===== config.mk =====
export PLATFORM = sky130hd
export DESIGN_NAME = lsu_memif_flat
export DESIGN_NICKNAME = d
export VERILOG_FILES = /design/src/rtl/lsu_memif_if.sv /design/src/rtl/lsu_memif.sv /design/src/flat_wrapper.sv
export SDC_FILE = /design/constraint.sdc
export NUM_CORES = 1
export LEC_CHECK = 0
export BUFFER_PORTS_ARGS = -buffer_cell sky130_fd_sc_hd__buf_4
export CAP_MARGIN = 10
export CELL_PAD_IN_SITES_DETAIL_PLACEMENT = 0
export CELL_PAD_IN_SITES_GLOBAL_PLACEMENT = 1
export CORE_AREA = 2 2 118 120
export DETAILED_ROUTE_END_ITERATION = 8
export DIE_AREA = 0 0 120 122
export PLACE_DENSITY_LB_ADDON = 0.1
export SYNTH_ARGS = -nofsm -noshare
export SYNTH_HDL_FRONTEND = slang
export SYNTH_SLANG_ARGS = --single-unit

===== constraint.sdc =====
create_clock -name clk -period 3 [get_ports clk]
set_input_delay 0.6 -clock clk [delete_from_list [all_inputs] [get_ports clk]]
set_output_delay 0.6 -clock clk [all_outputs]
set_load 0.05 [all_outputs]

===== src/rtl/lsu_memif_if.sv =====
// Bundles the pipeline request/response handshake and the memory bus of the
// load/store unit. The LSU is the master; the pipeline and memory controller
// together form the slave side.
interface lsu_memif_if;
    // pipeline request
    logic        req_valid;
    logic        req_ready;
    logic        req_write;
    logic [31:0] req_addr;
    logic [31:0] req_wdata;
    logic [1:0]  req_width;
    logic        req_unsigned;
    // pipeline response
    logic        resp_valid;
    logic [31:0] resp_rdata;
    logic        resp_misaligned;
    logic        resp_access_fault;
    // memory bus
    logic [31:0] mem_addr;
    logic        mem_read_valid;
    logic        mem_write_valid;
    logic [31:0] mem_write_data;
    logic [1:0]  mem_width;
    logic [31:0] mem_read_data;
    logic        mem_ready;

    modport master (
        input  req_valid, req_write, req_addr, req_wdata, req_width, req_unsigned,
        output req_ready,
        output resp_valid, resp_rdata, resp_misaligned, resp_access_fault,
        output mem_addr, mem_read_valid, mem_write_valid, mem_write_data, mem_width,
        input  mem_read_data, mem_ready
    );

    modport slave (
        output req_valid, req_write, req_addr, req_wdata, req_width, req_unsigned,
        input  req_ready,
        input  resp_valid, resp_rdata, resp_misaligned, resp_access_fault,
        input  mem_addr, mem_read_valid, mem_write_valid, mem_write_data, mem_width,
        output mem_read_data, mem_ready
    );
endinterface


===== src/rtl/lsu_memif.sv =====
// Load/store unit memory initiator: accepts one request at a time, checks
// alignment, runs a single memory transaction with a watchdog, and returns a
// one-cycle response with sign/zero-extended load data.
module lsu_memif #(
    parameter int TIMEOUT = 16
) (
    input  logic        clk,
    input  logic        rst,
    lsu_memif_if.master bus
);
    localparam int WD_W = (TIMEOUT > 0) ? $clog2(TIMEOUT + 1) : 1;
    localparam logic [WD_W-1:0] WD_MAX  = '1;
    localparam logic [WD_W-1:0] WD_LAST = (TIMEOUT > 0) ? WD_W'(TIMEOUT - 1) : '0;

    typedef enum logic [1:0] {IDLE, BUSY, RESP} state_t;

    state_t          state, state_nxt;
    logic [WD_W-1:0] wd_cnt;
    logic            lat_unsigned;
    logic            accept, misaligned, expired;

    // Right-aligned data masked to the access width (store data path).
    function automatic logic [31:0] mask_width(input logic [31:0] d, input logic [1:0] w);
        case (w)
            2'd0:    return {24'b0, d[7:0]};
            2'd1:    return {16'b0, d[15:0]};
            default: return d;
        endcase
    endfunction

    // Sign- or zero-extension of right-aligned load data.
    function automatic logic [31:0] extend(input logic [31:0] d, input logic [1:0] w,
                                           input logic u);
        case (w)
            2'd0:    return {{24{~u & d[7]}}, d[7:0]};
            2'd1:    return {{16{~u & d[15]}}, d[15:0]};
            default: return d;
        endcase
    endfunction

    // State register.
    // NOTE: sequential state uses non-blocking assignments so every flop samples pre-edge values.
    always_ff @(posedge clk or negedge rst) begin
        if (!rst) state <= IDLE;
        else      state <= state_nxt;
    end

    // Next-state decode.
    always_comb begin
        state_nxt = state;
        case (state)
            IDLE:    if (accept) state_nxt = misaligned ? RESP : BUSY;
            BUSY:    if (bus.mem_ready || expired) state_nxt = RESP;
            RESP:    state_nxt = IDLE;
            default: state_nxt = IDLE;
        endcase
    end

    // Combinational outputs and decode of handshake/alignment/watchdog events.
    // NOTE: every always_comb output gets a default first so no latch is inferred.
    always_comb begin
        bus.req_ready = (state == IDLE) && rst;
        accept        = bus.req_valid && bus.req_ready;
        misaligned    = 1'b0;
        case (bus.req_width)
            2'd1:    misaligned = bus.req_addr[0];
            2'd2:    misaligned = |bus.req_addr[1:0];
            2'd3:    misaligned = 1'b1;
            default: misaligned = 1'b0;
        endcase
        // mem_ready on the same edge takes priority over the timeout.
        expired = (TIMEOUT != 0) && !bus.mem_ready && (wd_cnt == WD_LAST);
    end

    // Registered memory bus, response and watchdog. The asynchronous reset
    // drops the mem valids immediately if reset hits mid-transaction. During
    // BUSY the registered mem_width / mem_read_valid double as the latched
    // width and direction of the request.
    always_ff @(posedge clk or negedge rst) begin
        if (!rst) begin
            bus.mem_addr          <= '0;
            bus.mem_read_valid    <= 1'b0;
            bus.mem_write_valid   <= 1'b0;
            bus.mem_write_data    <= '0;
            bus.mem_width         <= '0;
            bus.resp_valid        <= 1'b0;
            bus.resp_rdata        <= '0;
            bus.resp_misaligned   <= 1'b0;
            bus.resp_access_fault <= 1'b0;
            wd_cnt                <= '0;
            lat_unsigned          <= 1'b0;
        end else begin
            // Responses are single-cycle pulses; RESP never lasts longer.
            bus.resp_valid        <= 1'b0;
            bus.resp_rdata        <= '0;
            bus.resp_misaligned   <= 1'b0;
            bus.resp_access_fault <= 1'b0;
            case (state)
                IDLE: begin
                    if (accept) begin
                        lat_unsigned <= bus.req_unsigned;
                        wd_cnt       <= '0;
                        if (misaligned) begin
                            bus.resp_valid      <= 1'b1;
                            bus.resp_misaligned <= 1'b1;
                        end else begin
                            bus.mem_addr        <= bus.req_addr;
                            bus.mem_width       <= bus.req_width;
                            bus.mem_write_data  <= mask_width(bus.req_wdata, bus.req_width);
                            bus.mem_read_valid  <= !bus.req_write;
                            bus.mem_write_valid <= bus.req_write;
                        end
                    end
                end
                BUSY: begin
                    if (wd_cnt != WD_MAX) wd_cnt <= wd_cnt + WD_W'(1);
                    if (bus.mem_ready || expired) begin
                        bus.resp_valid        <= 1'b1;
                        bus.resp_access_fault <= !bus.mem_ready;
                        if (bus.mem_ready && bus.mem_read_valid)
                            bus.resp_rdata <= extend(bus.mem_read_data, bus.mem_width, lat_unsigned);
                        bus.mem_addr        <= '0;
                        bus.mem_read_valid  <= 1'b0;
                        bus.mem_write_valid <= 1'b0;
                        bus.mem_write_data  <= '0;
                        bus.mem_width       <= '0;
                    end
                end
                default: ;
            endcase
        end
    end
endmodule

===== src/flat_wrapper.sv =====
// flat-port wrapper written by rule: the top's interface ports become plain ports
module lsu_memif_flat 
#(
    parameter int TIMEOUT = 16
)
  (clk, rst, bus_req_valid, bus_req_write, bus_req_addr, bus_req_wdata, bus_req_width, bus_req_unsigned, bus_req_ready, bus_resp_valid, bus_resp_rdata, bus_resp_misaligned, bus_resp_access_fault, bus_mem_addr, bus_mem_read_valid, bus_mem_write_valid, bus_mem_write_data, bus_mem_width, bus_mem_read_data, bus_mem_ready);
  lsu_memif_if bus_i ();
  input  logic clk;
  input  logic rst;
  input wire logic [$bits(bus_i.req_valid)-1:0] bus_req_valid;
  input wire logic [$bits(bus_i.req_write)-1:0] bus_req_write;
  input wire logic [$bits(bus_i.req_addr)-1:0] bus_req_addr;
  input wire logic [$bits(bus_i.req_wdata)-1:0] bus_req_wdata;
  input wire logic [$bits(bus_i.req_width)-1:0] bus_req_width;
  input wire logic [$bits(bus_i.req_unsigned)-1:0] bus_req_unsigned;
  output wire logic [$bits(bus_i.req_ready)-1:0] bus_req_ready;
  output wire logic [$bits(bus_i.resp_valid)-1:0] bus_resp_valid;
  output wire logic [$bits(bus_i.resp_rdata)-1:0] bus_resp_rdata;
  output wire logic [$bits(bus_i.resp_misaligned)-1:0] bus_resp_misaligned;
  output wire logic [$bits(bus_i.resp_access_fault)-1:0] bus_resp_access_fault;
  output wire logic [$bits(bus_i.mem_addr)-1:0] bus_mem_addr;
  output wire logic [$bits(bus_i.mem_read_valid)-1:0] bus_mem_read_valid;
  output wire logic [$bits(bus_i.mem_write_valid)-1:0] bus_mem_write_valid;
  output wire logic [$bits(bus_i.mem_write_data)-1:0] bus_mem_write_data;
  output wire logic [$bits(bus_i.mem_width)-1:0] bus_mem_width;
  input wire logic [$bits(bus_i.mem_read_data)-1:0] bus_mem_read_data;
  input wire logic [$bits(bus_i.mem_ready)-1:0] bus_mem_ready;
  assign bus_i.req_valid = bus_req_valid;
  assign bus_i.req_write = bus_req_write;
  assign bus_i.req_addr = bus_req_addr;
  assign bus_i.req_wdata = bus_req_wdata;
  assign bus_i.req_width = bus_req_width;
  assign bus_i.req_unsigned = bus_req_unsigned;
  assign bus_req_ready = bus_i.req_ready;
  assign bus_resp_valid = bus_i.resp_valid;
  assign bus_resp_rdata = bus_i.resp_rdata;
  assign bus_resp_misaligned = bus_i.resp_misaligned;
  assign bus_resp_access_fault = bus_i.resp_access_fault;
  assign bus_mem_addr = bus_i.mem_addr;
  assign bus_mem_read_valid = bus_i.mem_read_valid;
  assign bus_mem_write_valid = bus_i.mem_write_valid;
  assign bus_mem_write_data = bus_i.mem_write_data;
  assign bus_mem_width = bus_i.mem_width;
  assign bus_i.mem_read_data = bus_mem_read_data;
  assign bus_i.mem_ready = bus_mem_ready;
  lsu_memif #(.TIMEOUT(TIMEOUT)) u_core (.clk(clk), .rst(rst), .bus(bus_i));
endmodule

# Yosys cells after proc, flatten, opt, wreduce, memory -nomap -nowiden
# Index checks and enable logic that the tools add are counted.
# word_totals
out_inout_bits	104
reg_bits	111
wordCells	81
# op_classes
n_bitwise	3
muxes	38
eq_ne	11
reduce_logical	16
addsub	1
# op_table
op	n
$mux W32	8
$pmux W32 S2	4
$mux W2	6
$mux W1	11
$mux W5	2
$pmux W5 S2	1
$pmux W2 S2	2
$eq A2 B1 Y1 const B	3
$logic_not A2 Y1	3
$ne A2 B1 Y1 const B	3
$pmux W1 S2	3
$add A5 B1 Y5 const B	1
$eq A5 B4 Y1 const B	1
$ne A5 B5 Y1 const B	1
$eq A2 B2 Y1 const B	2
$logic_and A1 B1 Y1	4
$reduce_and A2 Y1	2
$reduce_and A4 Y1	1
$pmux W1 S3	1
$reduce_and A3 Y1	1
$and A1 B1 Y1	2
$logic_not A1 Y1	2
$ne A2 B2 Y1 const B	1
$reduce_bool A2 Y1	1
3 further kinds	3

# Longest topological paths before layout
# Gate-level depths: netlist of the first run.
# depth
word_depth	6
ltp_mapped	10
mapped_depth_nobuf	7

# Least setup slack after synthesis of the first run
# Ideal clock, no wire load.
# synth_path
path_type	register to register
startpoint	reg u_core.wd_cnt[0]
endpoint	reg u_core.bus.mem_width[1]
t_required_ns	2.875
synth_period_minus_slack_ns	2.185
slack_ns	0.815
stages_incl_launch_ff	10
arrival_time_ns	2.060
cell_sequence	dfrtp_1 > ha_1 > and3_1 > ha_1 > or2_2 > a21oi_2 > or2_1 > buf_6 > buf_6 > mux2_4
# synth_via
elab_chain_len	5
# synth_rtl
item	line	source
start: declaration	lsu_memif.sv:18	logic [WD_W-1:0] wd_cnt;
start signal: assignment	lsu_memif.sv:116	if (wd_cnt != WD_MAX) wd_cnt <= wd_cnt + WD_W'(1);
$eq A5 B4 Y1	lsu_memif.sv:72	expired = (TIMEOUT != 0) && !bus.mem_ready && (wd_cnt == WD_LAST);
$logic_and A1 B1 Y1	lsu_memif.sv:72	
$logic_or A1 B1 Y1	lsu_memif.sv:117	if (bus.mem_ready || expired) begin
$ne A2 B1 Y1 (no source line)	--	
$reduce_and A4 Y1 (no source line)	--	
end signal: assignment	lsu_memif.sv:108	bus.mem_width <= bus.req_width;
end: declaration	lsu_memif_if.sv:31	output mem_addr, mem_read_valid, mem_write_valid, mem_write_data, mem_width,
# Every way passes these cells.
# A chain may end at the register's enable or synchronous reset.

# Worst setup path after layout of the first run
# layout_path
startpoint	reg u_core.wd_cnt[0]
endpoint	reg u_core.bus.mem_write_data[5]
# layout_via
elab_chain_len	5
# layout_rtl
item	line	source
$eq A5 B4 Y1	lsu_memif.sv:72	
$logic_and A1 B1 Y1	lsu_memif.sv:72	
$logic_or A1 B1 Y1	lsu_memif.sv:117	
$ne A2 B1 Y1 (no source line)	--	
$reduce_and A4 Y1 (no source line)	--	
end signal: assignment	lsu_memif.sv:109	bus.mem_write_data <= mask_width(bus.req_wdata, bus.req_width);
end: declaration	lsu_memif_if.sv:31	
# Every way passes these cells.

==> results of run 1 <==
[placed cells by master, fill, tap and decap left out, drive strengths merged]
| cell type | instances |
|---|---|
| buf | 214 |
| o21ai | 142 |
| dfrtp | 111 |
| nand2 | 72 |
| a21oi | 29 |
| inv | 20 |
| clkbuf | 11 |
| and2 | 10 |
| nor2 | 7 |
| ha | 3 |
| and3 | 2 |
| nand3 | 2 |
| nor3 | 2 |
| or2 | 2 |
| nor3b | 2 |
| o31ai | 2 |
| clkinv | 2 |
| mux2 | 2 |
| mux2i | 1 |
| and2b | 1 |
| or4b | 1 |
| and4bb | 1 |
| nand2b | 1 |
| a211oi | 1 |
| o22ai | 1 |
| a32o | 1 |
| nand4 | 1 |
| xor2 | 1 |
| a22o | 1 |
[final cells by class]
cell class / count / area share [%]
Multi-Input combinational cell: 288 / 22.99
Inverter: 20 / 1.168
Clock inverter: 2 / 0.1557
Tap cell: 180 / 3.504
Timing Repair Buffer: 214 / 25.19
Sequential cell: 111 / 43.22
Clock buffer: 11 / 3.777
[sequential cells by signal (all words and copies together) (netlist names)]
register                      cells
u_core.bus.mem_addr              32
u_core.bus.mem_read_valid         1
u_core.bus.mem_width              2
u_core.bus.mem_write_data        32
u_core.bus.mem_write_valid        1
u_core.bus.resp_access_fault      1
u_core.bus.resp_misaligned        1
u_core.bus.resp_rdata            32
u_core.bus.resp_valid             1
u_core.lat_unsigned               1
u_core.state                      2
u_core.wd_cnt                     5
[layer usage]
layer,global-route usage (%),routed length (um),vias to the layer above
met3,4.588,963,10
met5,0,0,-
met4,5.735,171,0
met2,27.13,5683,145
met1,23.94,5810,1851
li1,-,-,1911
[kinds of logic after synthesis]
family / after synthesis / share of synthesized area [%]
flops: 111 / 62.01
compound gates: 177 / 20.34
simple gates: 104 / 10.31
buf+inv: 56 / 5.502
xor+xnor: 1 / 0.1956
fa+ha+maj: 3 / 0.8381
mux: 3 / 0.8099
[Yosys cell counts]
master,instances
o21ai_2,1
mux2_2,1
nor3b_1,2
o21ai_1,23
buf_1,1
xor2_1,1
buf_6,4
mux2_4,1
o21ai_0,118
and3_1,2
mux2i_1,1
and4bb_2,1
or2_2,1
a21oi_1,28
ha_1,3
a211oi_1,1
nor2_1,7
nand2b_1,1
inv_1,20
o22ai_1,1
nand3_1,2
and2b_1,1
dfrtp_1,111
and2_1,9
o31ai_1,2
clkbuf_1,26
nor3_1,2
or2_1,1
a32o_1,1
and2_0,1
a21oi_2,1
or4b_2,1
nand4_1,1
nand2_1,72
buf_2,5
a22o_1,1
[power by group]
group	total (mW)	leakage, nW	switching [mW]	internal, mW
Sequential	2.08	1.46	0.251	1.83
Combinational	2.37	1.75	1.68	0.696
Clock	1.06	0.127	0.493	0.570
[worst min-delay path by stage]
stage	slack, ns	endpoint	start	cells after the start
final	0.41	u_core.bus.resp_rdata[6]	rst	2
after global routing	0.43	u_core.bus.resp_access_fault	bus_mem_ready	2
after CTS	0.42	u_core.bus.resp_access_fault	bus_mem_ready	2
after detailed placement	0.49	u_core.bus.mem_addr[0]	u_core.bus.mem_addr[0]	1
after global placement	0.48	u_core.bus.mem_addr[0]	u_core.bus.mem_addr[0]	1
after floorplan	0.30	u_core.bus.mem_addr[0]	rst	0
[metrics by stage]
stage | area [um^2] | utilization, % | setup slack, ns | cells | hold WS, ns
final | 6427 | 47.60 | 0.5896 | 826 | 0.4138
after global routing | 6427 | 47.60 | 0.3764 | 826 | 0.4319
after CTS | 6427 | 47.60 | 0.5621 | 826 | 0.4185
after detailed placement | 6175 | 45.72 | 0.5759 | 813 | 0.4945
after global placement | 6175 | 45.72 | 0.6500 | 813 | 0.4824
after floorplan | 4479 | - | 0.8147 | 455 | 0.3044
==> flow_summary.toml, run 1 <==
[finish]
nNetsFinal = 751
n_fill_cell = 1352
multi_input_area_um2 = 1478
diodes = 0
ff_latch_area_um2 = 2778
final_layout_size_suffix_gt1_share_pct = 36.53
syn_to_final_growth_pct = 43.49

[setup_path]
path_cells = "ha_1, and3_1, ha_1, or2_2, a21oi_4, buf_4, o21ai_0, o21ai_0"
cp_top_family = "simple AND/OR/NAND/NOR gates"
crit_arrival_ns = 2.67
r2r_setup_slack_ns = 0.59
cp-start-kind = "flop"
reg2regPathDepth = 8
critical_path_buf_inv_count = 1
r2r-end = "u_core.bus.mem_write_data[5]"
cp.depth = 8
cp_max_fo = 66
crit_required_ns = 3.26
reg2reg_from = "u_core.wd_cnt[0]"
critPathMaxStageDelay_ns = 0.52
crit_path_top_delay_cell = "buf_4"
crit_start = "u_core.wd_cnt[0]"
crit_type = "flop to flop"
cp-end-kind = "flop"
cp-endpoint = "u_core.bus.mem_write_data[5]"

[sta]
skew_ns = 0.004789
drv_slew = 0
worst-slew-pin-transition_ns = 0.8671
fmax_mhz = 414.9
relSlewSlack_pct = 42.19
setup_viol = 0
hold_violations = 0
finalCritPeriodShare_pct = 80.35
fin_crit_ns = 2.410
tns_ns = 0
rsz0062_at_grt = "no"

[global_route]
grt_pass1_wl_um = 20220
grt_max_degree = 67
track_usage_pct = 17.49
grt_pass1_vias = 3829
grt-ovfl-total = 0
antenna_found_initial = 0

[yosys]
ys_ff_latch = 111
seq_area_frac_synth_pct = 62.01
synth_area_per_cell_um2 = 9.845
synth_top_area_cell = "dfrtp_1"
synthTopCellsByArea = "dfrtp_1, o21ai_0, nand2_1"
syn_inst = 455
synth_area_um2 = 4479
syn_nets = 562
ys_types = 36
synth_warnings = 0
yosysTopAreaCellShare_pct = 62.01

[drt]
drc = 0
viasPerCell = 4.742
firstDrtPassIters = 4
drtIter0Drc = 179
routed_wl_um = 12630
vias = 3917
routedWlPerCell_um = 15.29
postRouteAntennaNets = 0

[placed_design]
hpwl_um = 8525
routabilityCongestion = 0.7333
io_buffers = 207

[power]
power.total_mw = 5.519
ir_worst_vdd_uv = 336.3
p_leak_nw = 3.341
cellPowerDensity_nw_per_um2 = 858.7

[run_status]
status = "finished, final reports clean"

[floorplanning]
fp.dieH_um = 122
dieArea_um2 = 14640
die_x_um = 120
core.rowCount = 43
core_um2 = 13500
start_util_pct = 33.17
io-pin-count = 208

[clocking]
cts_hold_buf = 0
clkTransAtPathRegs_ns = 0.06
htree_levels = 3
clockBufferDepth = 2
cts_root_buffer = "clkbuf_16"
cts_sinks = 111
cts_setup_buffers = 0
cts_inserted_buffers = 9
clock_latency_ns = 0.34
post_cts_resized = 0
cts_tree = "built"

[min_path]
hp-class = "primary input to asynchronous set/reset pin"

[job]
cap_violations = 0
Power figures use the tool's default switching activity.
==> inputs of run 2 (changes only) <==
==> constraint.sdc (replaced) <==
create_clock -name clk -period 2.25 [get_ports clk]
set_input_delay 0.45 -clock clk [delete_from_list [all_inputs] [get_ports clk]]
set_output_delay 0.45 -clock clk [all_outputs]
set_load 0.05 [all_outputs]
==> run 2 against run 1 <==
Clock-buffer cell count rose by 1; clock power rose by 50%; final cell count rose by 1.2%; die area did not move; cell area rose by 3.1%; critical path type unchanged; largest cell class unchanged.
==> flow_summary.toml, run 2 (same netlist as run 1, synthesis figures left out) <==
[finish]
post-route-cell-area_um2 = 6629
n_fill_cell = 1292
multi_input_area_um2 = 1490
syn_to_final_growth_pct = 47.99
ff_latch_area_um2 = 2778
nNetsFinal = 758
reg.largest.list = "u_core.bus.mem_addr x32, u_core.bus.mem_write_data x32, u_core.bus.resp_rdata x32"
final_layout_size_suffix_gt1_share_pct = 37.65
mostFrequentLayoutCell = "buf_4"
diodes = 0
most-common-layout-cells = "buf_4, o21ai_0, dfrtp_1, nand2_1, a21oi_1"

[setup_path]
crit_required_ns = 2.47
cp-endpoint = "u_core.bus.mem_width[1]"
reg2regPathDepth = 7
cp-end-kind = "flop"
cp_top_family = "simple AND/OR/NAND/NOR gates"
cp.depth = 7
crit_path_frequent_cell = "or2_4"
reg2reg_from = "u_core.wd_cnt[0]"
cp_max_fo = 8
crit_arrival_ns = 2.38
crit_type = "flop to flop"
crit_path_top_delay_cell = "dfrtp_1"
crit_start = "u_core.wd_cnt[0]"
r2r-end = "u_core.bus.mem_width[1]"
critical_path_buf_inv_count = 0
r2r_setup_slack_ns = 0.09
path_cells = "ha_1, and3_4, ha_2, or2_4, a21oi_4, or2_4, mux2_4"
critPathMaxStageDelay_ns = 0.40
cp-start-kind = "flop"

[run_status]
status = "finished, final reports clean"

[floorplanning]
die_x_um = 120
core.rowCount = 43
dieArea_um2 = 14640
core_um2 = 13500
io-pin-count = 208
fp.dieH_um = 122
start_util_pct = 33.17

[sta]
hold_violations = 0
worst-slew-pin-transition_ns = 0.9478
drv_slew = 0
finalCritPeriodShare_pct = 96.02
setup_viol = 0
fmax_mhz = 462.9
skew_ns = 0.007540
fin_crit_ns = 2.160
tns_ns = 0
holdWs_ns = 0.2903
setup_ws_ns = 0.08962
rsz0062_at_grt = "no"
relSlewSlack_pct = 36.78

[global_route]
grt_pass1_wl_um = 20220
grt-ovfl-total = 0
grtUsageMet2_pct = 27.34
track_usage_pct = 17.53
busiest_layer = "met2"
grt_use_met3_pct = 4.260
grt_pass1_vias = 3904
gr-usage-met1_pct = 23.96
antenna_found_initial = 0
grt_max_degree = 70

[drt]
viasPerCell = 4.762
drc = 0
vias = 3981
postRouteAntennaNets = 0
routed_wl_um = 13460
routedWlPerCell_um = 16.11
firstDrtPassIters = 4
drtIter0Drc = 310

[min_path]
hp-class = "primary input to flop"

[placed_design]
routabilityCongestion = 0.7267
place_ws_ns = 0.07821
hpwl_um = 8842
io_buffers = 207
postPlaceCellArea_um2 = 6202

[power]
switchingPower_mw = 3.290
p_leak_nw = 3.439
combPwrFrac_pct = 43.5
pwr-share-clk_pct = 20.9
p_seq_share_pct = 35.7
cellPowerDensity_nw_per_um2 = 1148
ir_worst_vdd_uv = 506.2
swShare_pct = 43.24
power.total_mw = 7.608
intPower_mw = 4.318

[clocking]
clock_latency_ns = 0.34
cts_root_buffer = "clkbuf_16"
cts_sinks = 111
post_cts_resized = 0
clkTransAtPathRegs_ns = 0.07
cts_tree = "built"
htree_levels = 3
cts_hold_buf = 0
cts_setup_buffers = 0
cts_inserted_buffers = 9
clockBufferDepth = 2

[job]
cap_violations = 0
run 2: cell types whose count changed in the layout (fill, tap and decap cells not counted), sizes merged:
cell / change
buf: +3
clkbuf: +5
bufinv: +1
clkinv: +1
run 2: layer usage:
layer	vias up	wire length [um]
met5	-	0
met1	1882	6121
met3	13	982
met4	0	191
met2	164	6169
li1	1922	-
run 2: layout make-up:
| type | count | share of cell area, % |
|---|---|---|
| inverter | 20 | 1.133 |
| multi-input combinational | 288 | 22.48 |
| sequential | 111 | 41.90 |
| clock buffer | 12 | 3.718 |
| timing repair buffer | 221 | 26.69 |
| clock inverter | 4 | 0.6795 |
| tap | 180 | 3.398 |
run 2: worst min-delay path by stage:
stage,from,end,cells past startpoint
2_1_floorplan,rst,u_core.bus.mem_addr[0],0
3_3_place_gp,u_core.bus.mem_addr[16],u_core.bus.mem_addr[16],2
3_5_place_dp,u_core.bus.mem_addr[16],u_core.bus.mem_addr[16],2
4_1_cts,bus_mem_ready,u_core.bus.resp_access_fault,2
5_1_grt,bus_mem_ready,u_core.bus.resp_access_fault,2
6_report,bus_mem_ready,u_core.bus.resp_access_fault,2
run 2: power groups by stage:
stage / clock network [mW] / logic, mW / registers (mW)
after floorplan: 0 / 0.642 / 4.21
after global placement: 0 / 3.26 / 2.74
after detailed placement: 0 / 3.28 / 2.75
after CTS: 1.65 / 3.28 / 2.72
after global routing: 1.70 / 3.51 / 2.77
final: 1.59 / 3.31 / 2.71
run 2: stage by stage:
step / utilization, % / instances
3_3_place_gp: 45.93 / 815
2_1_floorplan: - / 455
4_1_cts: 48.09 / 831
3_5_place_dp: 45.93 / 815
6_report: 49.09 / 836
5_1_grt: 49.09 / 836
==> inputs of run 3 (changes only) <==
--- a/config.mk
+++ b/config.mk
@@ -6,13 +6,14 @@
 export NUM_CORES = 1
 export LEC_CHECK = 0
 export BUFFER_PORTS_ARGS = -buffer_cell sky130_fd_sc_hd__buf_4
-export CAP_MARGIN = 10
 export CELL_PAD_IN_SITES_DETAIL_PLACEMENT = 0
 export CELL_PAD_IN_SITES_GLOBAL_PLACEMENT = 1
 export CORE_AREA = 2 2 118 120
 export DETAILED_ROUTE_END_ITERATION = 8
 export DIE_AREA = 0 0 120 122
+export MAX_ROUTING_LAYER = met4
 export PLACE_DENSITY_LB_ADDON = 0.1
+export RECOVER_POWER = 100
 export SYNTH_ARGS = -nofsm -noshare
 export SYNTH_HDL_FRONTEND = slang
 export SYNTH_SLANG_ARGS = --single-unit
==> run 3 against run 2 <==
Sequential share of layout area increased by 3.0 points; setup slack got worse by 0.0082 ns; clock skew about the same; cell area decreased by 6.7%; global-route usage increased by 0.51 points; critical endpoint unchanged; highest routed layer unchanged.
==> flow_summary.toml, run 3 (same netlist as run 1, synthesis figures left out) <==
[global_route]
track_usage_pct = 18.04
grt_pass1_vias = 3909
antenna_found_initial = 0
grt_pass1_wl_um = 20190
grt_max_degree = 70
grt-ovfl-total = 0

[setup_path]
cp_max_fo = 8
cp-end-kind = "flop"
cp_top_family = "simple AND/OR/NAND/NOR gates"
crit_required_ns = 2.47
crit_type = "flop to flop"
critPathMaxStageDelay_ns = 0.41
path_cells = "ha_1, and3_4, ha_2, or2_4, a21oi_4, or2_4, mux2_1"
crit_path_frequent_cell = "or2_4"
crit_path_top_delay_cell = "dfrtp_1"
crit_arrival_ns = 2.39
critical_path_buf_inv_count = 0
cp-start-kind = "flop"

[sta]
fin_crit_ns = 2.169
hold_violations = 0
tns_ns = 0
fmax_mhz = 461.1
skew_ns = 0.007957
finalCritPeriodShare_pct = 96.38
relSlewSlack_pct = 36.34
setup_ws_ns = 0.08144
rsz0062_at_grt = "no"
drv_slew = 0
worst-slew-pin-transition_ns = 0.9544
setup_viol = 0
holdWs_ns = 0.2906

[placed_design]
io_buffers = 207
hpwl_um = 8842
routabilityCongestion = 0.7354
place_ws_ns = 0.07821

[finish]
diodes = 0
final_layout_size_suffix_gt1_share_pct = 21.49
nNetsFinal = 758
fin_util_pct = 45.79
syn_to_final_growth_pct = 38.04
reg.largest.list = "u_core.bus.mem_addr x32, u_core.bus.mem_write_data x32, u_core.bus.resp_rdata x32"
mostFrequentLayoutCell = "o21ai_0"
most-common-layout-cells = "o21ai_0, dfrtp_1, buf_4, clkbuf_1, nand2_1"

[min_path]
hp-class = "primary input to flop"

[floorplanning]
fp.dieH_um = 122
die_x_um = 120
core_um2 = 13500
core.rowCount = 43
start_util_pct = 33.17
io-pin-count = 208
dieArea_um2 = 14640

[drt]
drc = 0
firstDrtPassIters = 4
viasPerCell = 4.768
routed_wl_um = 13560
postRouteAntennaNets = 0
vias = 3986
drtIter0Drc = 259
routedWlPerCell_um = 16.22

[clocking]
clock_latency_ns = 0.34
htree_levels = 3
cts_inserted_buffers = 9
cts_root_buffer = "clkbuf_16"
cts_hold_buf = 0
cts_setup_buffers = 0
clockBufferDepth = 2
cts_sinks = 111
post_cts_resized = 0
cts_tree = "built"
clkTransAtPathRegs_ns = 0.07

[power]
power.total_mw = 7.200
p_leak_nw = 2.985
ir_worst_vdd_uv = 473.3
cellPowerDensity_nw_per_um2 = 1164

[run_status]
status = "finished, final reports clean"

[job]
cap_violations = 0
-- run 3: cell types whose count changed in the layout (fill, tap and decap cells not counted), sizes merged --
cell / change
buf: -105
clkbuf: +105
-- run 3: layout make-up --
| type | instances | area (um^2) |
|---|---|---|
| Fill cell | 1419 | 7321 |
| Sequential cell | 111 | 2778 |
| Multi-Input combinational cell | 288 | 1486 |
| Timing Repair Buffer | 221 | 1328 |
| Clock buffer | 12 | 246.5 |
| Tap cell | 180 | 225.2 |
| Inverter | 20 | 75.07 |
| Clock inverter | 4 | 45.04 |
-- run 3: report_power, final --
| group | internal [mW] | total [mW] | leakage, nW | switching (mW) |
|---|---|---|---|---|
| combinational | 0.586 | 2.91 | 1.38 | 2.32 |
| sequential | 2.44 | 2.70 | 1.46 | 0.258 |
| clock | 0.890 | 1.59 | 0.146 | 0.698 |
-- run 3: final timing paths --
kind	start	slack (ns)	cells after the start	to
worst max register to register	u_core.wd_cnt[0]	0.08	7	u_core.bus.mem_width[1]
max in group asynchronous	rst	0.67	3	u_core.bus.mem_addr[26]
worst min-delay path	bus_mem_ready	0.29	2	u_core.bus.resp_access_fault
worst max-delay path	u_core.wd_cnt[0]	0.08	7	u_core.bus.mem_width[1]
worst min register to register	u_core.bus.mem_addr[16]	0.51	2	u_core.bus.mem_addr[16]
min in group asynchronous	rst	0.37	2	u_core.bus.resp_rdata[6]
-- run 3: through the flow --
| stage | instances | area (um^2) |
|---|---|---|
| after floorplan | 455 | 4479 |
| after global placement | 815 | 6202 |
| after detailed placement | 815 | 6202 |
| after CTS | 831 | 6494 |
| after global routing | 836 | 6183 |
| final | 836 | 6183 |
-- run 3: routing by layer --
layer,vias to the layer above,share of wire [%],global-route usage (%)
li1,1920,-,-
met1,1890,46,24.29
met2,161,45,27.34
met3,15,6.6,3.699
met4,0,1.6,6.029
met5,-,0,-
